==> src/rtl/uart_tx_frame_pkg.sv <==
// Shared UART framing definitions: parity-mode codes, FSM state encoding
// and the parity helper. The matching receiver imports this package too.
package uart_tx_frame_pkg;

  // Parity-mode codes carried by the P_UART_CHECK parameter
  localparam int PAR_NONE = 0;
  localparam int PAR_ODD  = 1;
  localparam int PAR_EVEN = 2;

  // Frame FSM state encoding
  typedef enum logic [2:0] {
    ST_IDLE  = 3'd0,
    ST_START = 3'd1,
    ST_DATA  = 3'd2,
    ST_CHECK = 3'd3,
    ST_STOP  = 3'd4
  } uart_state_e;

  // Parity bit for up to 8 data bits. Callers zero-extend narrower words;
  // the extra zeros do not change the reduction XOR.
  function automatic logic parity_bit(input logic [7:0] data, input int mode);
    logic result;
    case (mode)
      PAR_ODD:  result = ~(^data);
      PAR_EVEN: result = ^data;
      default:  result = 1'b0;
    endcase
    return result;
  endfunction

endpackage

==> src/rtl/uart_tx_frame.sv <==
// UART transmit framer. Clocked at the bit rate: each i_clk cycle is one bit
// on the line. Frame = start, data LSB first, optional parity, stop bit(s).
module uart_tx_frame
  import uart_tx_frame_pkg::*;
#(
  parameter int P_UART_DATA_WIDTH = 8,
  parameter int P_UART_STOP_WIDTH = 1,
  parameter int P_UART_CHECK      = 0
) (
  input  logic                         i_clk,
  input  logic                         i_rst,
  input  logic [P_UART_DATA_WIDTH-1:0] i_user_tx_data,
  input  logic                         i_user_tx_valid,
  output logic                         o_user_tx_ready,
  output logic                         o_uart_tx
);

  // Unsupported parameter values fall back to no parity / one stop bit
  localparam int CHECK_MODE = ((P_UART_CHECK == PAR_ODD) || (P_UART_CHECK == PAR_EVEN))
                              ? P_UART_CHECK : PAR_NONE;
  localparam int STOP_BITS  = (P_UART_STOP_WIDTH == 2) ? 2 : 1;

  // Counter indexes data bits (0..W-1) and stop bits (0..STOP_BITS-1)
  localparam int CNT_W = (P_UART_DATA_WIDTH > 2) ? $clog2(P_UART_DATA_WIDTH) : 1;
  localparam logic [CNT_W-1:0] DATA_LAST = CNT_W'(P_UART_DATA_WIDTH - 1);
  localparam logic [CNT_W-1:0] STOP_LAST = CNT_W'(STOP_BITS - 1);

  uart_state_e                  state_r;
  uart_state_e                  state_s;
  logic [CNT_W-1:0]             cnt_r;
  logic [CNT_W-1:0]             cnt_s;
  logic [CNT_W-1:0]             next_idx_s;
  logic [P_UART_DATA_WIDTH-1:0] data_r;
  logic [P_UART_DATA_WIDTH-1:0] data_s;
  logic [P_UART_DATA_WIDTH-1:0] data_shift_s;
  logic                         parity_s;
  logic                         tx_r;
  logic                         tx_s;
  logic                         ready_r;
  logic                         ready_s;

  // Parity and next data bit always come from the captured word, never the live input
  assign next_idx_s   = cnt_r + {{(CNT_W-1){1'b0}}, 1'b1};
  assign data_shift_s = data_r >> next_idx_s;
  assign parity_s     = parity_bit(8'(data_r), CHECK_MODE);

  // Next-state logic; line level and ready are computed one cycle ahead so both leave registers
  always_comb begin
    state_s = state_r;
    cnt_s   = cnt_r;
    data_s  = data_r;
    tx_s    = tx_r;
    ready_s = 1'b0;
    case (state_r)
      ST_IDLE: begin
        cnt_s = '0;
        if (i_user_tx_valid && ready_r) begin
          state_s = ST_START;
          data_s  = i_user_tx_data;
          tx_s    = 1'b0;
          ready_s = 1'b0;
        end else begin
          tx_s    = 1'b1;
          ready_s = 1'b1;
        end
      end
      ST_START: begin
        state_s = ST_DATA;
        cnt_s   = '0;
        tx_s    = data_r[0];
      end
      ST_DATA: begin
        if (cnt_r == DATA_LAST) begin
          cnt_s = '0;
          if (CHECK_MODE != PAR_NONE) begin
            state_s = ST_CHECK;
            tx_s    = parity_s;
          end else begin
            state_s = ST_STOP;
            tx_s    = 1'b1;
          end
        end else begin
          cnt_s = next_idx_s;
          tx_s  = data_shift_s[0];
        end
      end
      ST_CHECK: begin
        state_s = ST_STOP;
        cnt_s   = '0;
        tx_s    = 1'b1;
      end
      ST_STOP: begin
        tx_s = 1'b1;
        if (cnt_r == STOP_LAST) begin
          state_s = ST_IDLE;
          cnt_s   = '0;
          ready_s = 1'b1;
        end else begin
          cnt_s = next_idx_s;
        end
      end
      default: begin
        state_s = ST_IDLE;
        cnt_s   = '0;
        tx_s    = 1'b1;
        ready_s = 1'b1;
      end
    endcase
  end

  // State, counter, captured data and output registers; reset forces an idle-high line
  always_ff @(posedge i_clk or negedge i_rst) begin
    if (!i_rst) begin
      state_r <= ST_IDLE;
      cnt_r   <= '0;
      data_r  <= '0;
      tx_r    <= 1'b1;
      ready_r <= 1'b1;
    end else begin
      state_r <= state_s;
      cnt_r   <= cnt_s;
      data_r  <= data_s;
      tx_r    <= tx_s;
      ready_r <= ready_s;
    end
  end

  assign o_uart_tx       = tx_r;
  assign o_user_tx_ready = ready_r;

endmodule
==> config.mk <==
export PLATFORM = sky130hd
export DESIGN_NAME = uart_tx_frame
export DESIGN_NICKNAME = d
export VERILOG_FILES = /design/src/rtl/uart_tx_frame_pkg.sv /design/src/rtl/uart_tx_frame.sv
export SDC_FILE = /design/constraint.sdc
export NUM_CORES = 1
export LEC_CHECK = 0
export CAP_MARGIN = 5
export CORE_MARGIN = 2
export CORE_UTILIZATION = 41
export DETAILED_ROUTE_END_ITERATION = 7
export HOLD_SLACK_MARGIN = 0.1
export PLACE_DENSITY = 0.72
export SETUP_SLACK_MARGIN = 0.3
export SLEW_MARGIN = 10
export SYNTH_ARGS = -nofsm -noshare
export SYNTH_HDL_FRONTEND = slang
export SYNTH_SLANG_ARGS = --single-unit
==> constraint.sdc <==
create_clock -name i_clk -period 2 [get_ports i_clk]
set_input_delay 0.2 -clock i_clk [delete_from_list [all_inputs] [get_ports i_clk]]
set_output_delay 0.2 -clock i_clk [all_outputs]
set_load 0.05 [all_outputs]
==> results.md <==
- Number of sinks handled by clock tree synthesis: 16
- R2R Path Start: cnt_r[1]$_DFF_PN0_
- Clock tree buffer depth: 2
- Post-route minimum period: 1.71 ns
- Maximum fanout count along the critical path: 4
- Antenna cells: 0
- Via count of the first global-routing pass: 508
- Sum of negative setup slack: 0 ns
- Average instance area after synthesis: 12.2 µm²
- Worst R2R Path Depth: 5
- CTS Hold Bufs: 0
- Commonest cells after routing, fill and taps aside: sky130_fd_sc_hd__dfrtp_1, sky130_fd_sc_hd__clkdlybuf4s50_1, sky130_fd_sc_hd__mux2_1
- Gr ovfl total: 0
- Buffers on Ports: 12
- # H-tree levels: 1
- Arrival time of data at the critical path endpoint: 1.92 ns
- Critical Path Source: cnt_r[1]$_DFF_PN0_
- Vias/cell: 5.03
- Routed WL per cell: 13.2 µm
- Number of unique standard cell types used by synthesis: 24
- Final Max Tran Viols: 0
- Power density over cell area: 1440 nW/µm²
- Iteration-0 DRC Markers: 3
- Slew @ Worst Pin: 0.686 ns
- Req. time, crit path: 2.22 ns
- Number of DRC violations after detailed routing: 0
- Detail Placement HPWL: 959 µm
- Yosys top cell area share: 0.461
- Pleak: 0.401 nW
- Die X-Extent: 47.0 µm
- Global-route wire length before repair: 2260 µm
- Post-CTS clock slew at the launch and capture registers of the worst setup and hold paths: 0.10 ns
- Most frequent standard cell in the layout excluding fill and tap cells: sky130_fd_sc_hd__dfrtp_1
- Number of antenna violations at the first check in global routing: 0
- Latest clock arrival within the worst-skew pair: 0.29 ns
- Core Area: 1730 µm²
- Number of fill cells: 155
- Number of setup violations in the final report: 0
- Largest net degree at the start of global routing: 17
- Site row count: 15
- Setup repair after global routing missed its margin: yes
- Commonest register cell after synthesis: sky130_fd_sc_hd__dfrtp_1
- Area of the die: 2210 µm²
- Class of the tightest hold or removal check: in2async
- Post-layout util: 0.562
- Post-synthesis cell area: 759 µm²
- Warnings from Yosys: 0
- Antenna Violating Nets Remaining: 0
- Post-synth top area cell: sky130_fd_sc_hd__dfrtp_1
- Wire length after detailed routing: 1360 µm
- Worst setup slack for register-to-register paths: 0.29 ns
- Max-slew headroom at the worst pin: 0.541
- Critical path start-end classification: reg2reg
- Ratio of cells with drive above 1 in the final layout: 0.154
- Post-synthesis async set-or-reset flop share: 1.00
- Endpoint of the worst setup timing path: o_uart_tx$_DFF_PN1_
- Syn_nets: 76
- Outcome: finished clean
- Detailed-routing iteration count for the pre-antenna-repair pass: 3
- Count of endpoints failing hold in the final timing report: 0
- # Max-Cap Violations: 0
- Top achievable clock speed: 586 MHz
- Fin Hold WS: 0.314 ns
- Capturing point of the worst reg2reg path: o_uart_tx$_DFF_PN1_
- Number of instances in the synthesized netlist: 62
- Clock tree from TritonCTS: done
- Crit path launch type: flip-flop
- Largest cells by area after synthesis: sky130_fd_sc_hd__dfrtp_1, sky130_fd_sc_hd__mux2_1, sky130_fd_sc_hd__dfstp_2, sky130_fd_sc_hd__ha_1, sky130_fd_sc_hd__nand2b_1
- Number of synthesized flops with an enable pin: 0
- Peak supply drop: 0.689 mV
- Crit. End Element: flip-flop
- Number of storage elements in the synthesis netlist: 16
- Initial standard-cell utilization of the core: 0.440
- IO Pins: 13
- Die outline height: 47.0 µm
- Vias after detailed routing: 518
- CTS buffer count: 3
- Worst clock skew on the final layout: 0.00481 ns
- Final layout net count: 93
- Root Buffer: sky130_fd_sc_hd__clkbuf_4
- Sequential cell area fraction in the yosys report: 0.530
- Routability congestion estimate: 0.669
- Area Overhead vs Synth: 27.8%
- Global Route Usage Sum: 0.150
- Fin crit share: 0.853
cell families after synthesis:
family | after synthesis | synth area share
buffers and inverters | 4 | 0.0214
adder cells (fa/ha/maj) | 3 | 0.0494
AO/OA/AOI/OAI | 10 | 0.0956
flip-flops | 16 | 0.530
AND/OR/NAND/NOR | 18 | 0.128
multiplexers | 11 | 0.175
per-stage QoR:
stage	area [µm²]	instances	power, W	setup WS (ns)
floorplan	774	62	0.00101	0.343
global placement	921	98	0.00115	0.292
detailed placement	921	98	0.00116	0.266
CTS	953	103	0.00134	0.337
global route	971	103	0.00149	0.246
finish	971	103	0.00140	0.293
synthesized netlist by cell type, types with 2 or more instances:
master / n
sky130_fd_sc_hd__ha_1: 3
sky130_fd_sc_hd__mux2i_1: 2
sky130_fd_sc_hd__dfrtp_1: 14
sky130_fd_sc_hd__dfstp_2: 2
sky130_fd_sc_hd__mux2_1: 8
sky130_fd_sc_hd__inv_1: 3
sky130_fd_sc_hd__a21oi_1: 4
sky130_fd_sc_hd__nand2b_1: 4
sky130_fd_sc_hd__nand2_1: 3
sky130_fd_sc_hd__and2_1: 2
sky130_fd_sc_hd__nor2_1: 4
routing by layer:
metal  GRT usage  part of all wire
met1       0.203              0.48
met2       0.227              0.47
met3      0.0269             0.034
met4      0.0833             0.018
met5           0                 0
critical path: stages (launching register included):
cell                        delay (ns)
sky130_fd_sc_hd__dfrtp_1          0.41
sky130_fd_sc_hd__ha_2             0.20
sky130_fd_sc_hd__ha_4             0.28
sky130_fd_sc_hd__mux4_2           0.32
sky130_fd_sc_hd__a2111oi_4        0.33
sky130_fd_sc_hd__o31ai_2          0.09
flip-flops by register name (all words and copies together), names as in the netlist:
signal and flops:
state_r 3, o_uart_tx 1, cnt_r 3, o_user_tx_ready 1, data_r 8
timing repair:
item	CTS	global route
setup endpoints to repair	3	1
gates resized for setup	3	2
buffers inserted	1	0
hold endpoints to repair	0	0
report_power, final:
part / switching (W) / internal (W) / total [W]
Combinational: 0.000324 / 0.000306 / 0.000630
Sequential: 0.000101 / 0.000481 / 0.000582
Clock: 0.000106 / 0.0000776 / 0.000184
Total: 0.000531 / 0.000865 / 0.00140
final cells by class:
cell class	count	area, µm²	share of cell area
sequential	16	404	0.416
multi-input combinational	42	373	0.384
timing repair buffer	13	125	0.129
tap	25	31.3	0.0322
clock buffer	4	26.3	0.0271
inverter	3	11.3	0.0116
how the worst min path moves through the flow:
stage	start	end	slack (ns)	depth (start not counted)
after global placement	data_r[5]$_DFFE_PN0P_	data_r[5]$_DFFE_PN0P_	0.47	1
after CTS	i_rst	cnt_r[1]$_DFF_PN0_	0.35	1
final	i_rst	cnt_r[1]$_DFF_PN0_	0.31	1
after global routing	i_rst	cnt_r[1]$_DFF_PN0_	0.40	1
after detailed placement	data_r[5]$_DFFE_PN0P_	data_r[5]$_DFFE_PN0P_	0.47	1
after floorplan	i_rst	cnt_r[0]$_DFF_PN0_	-0.1	0
Note: power is estimated with default switching activity, not from simulation.
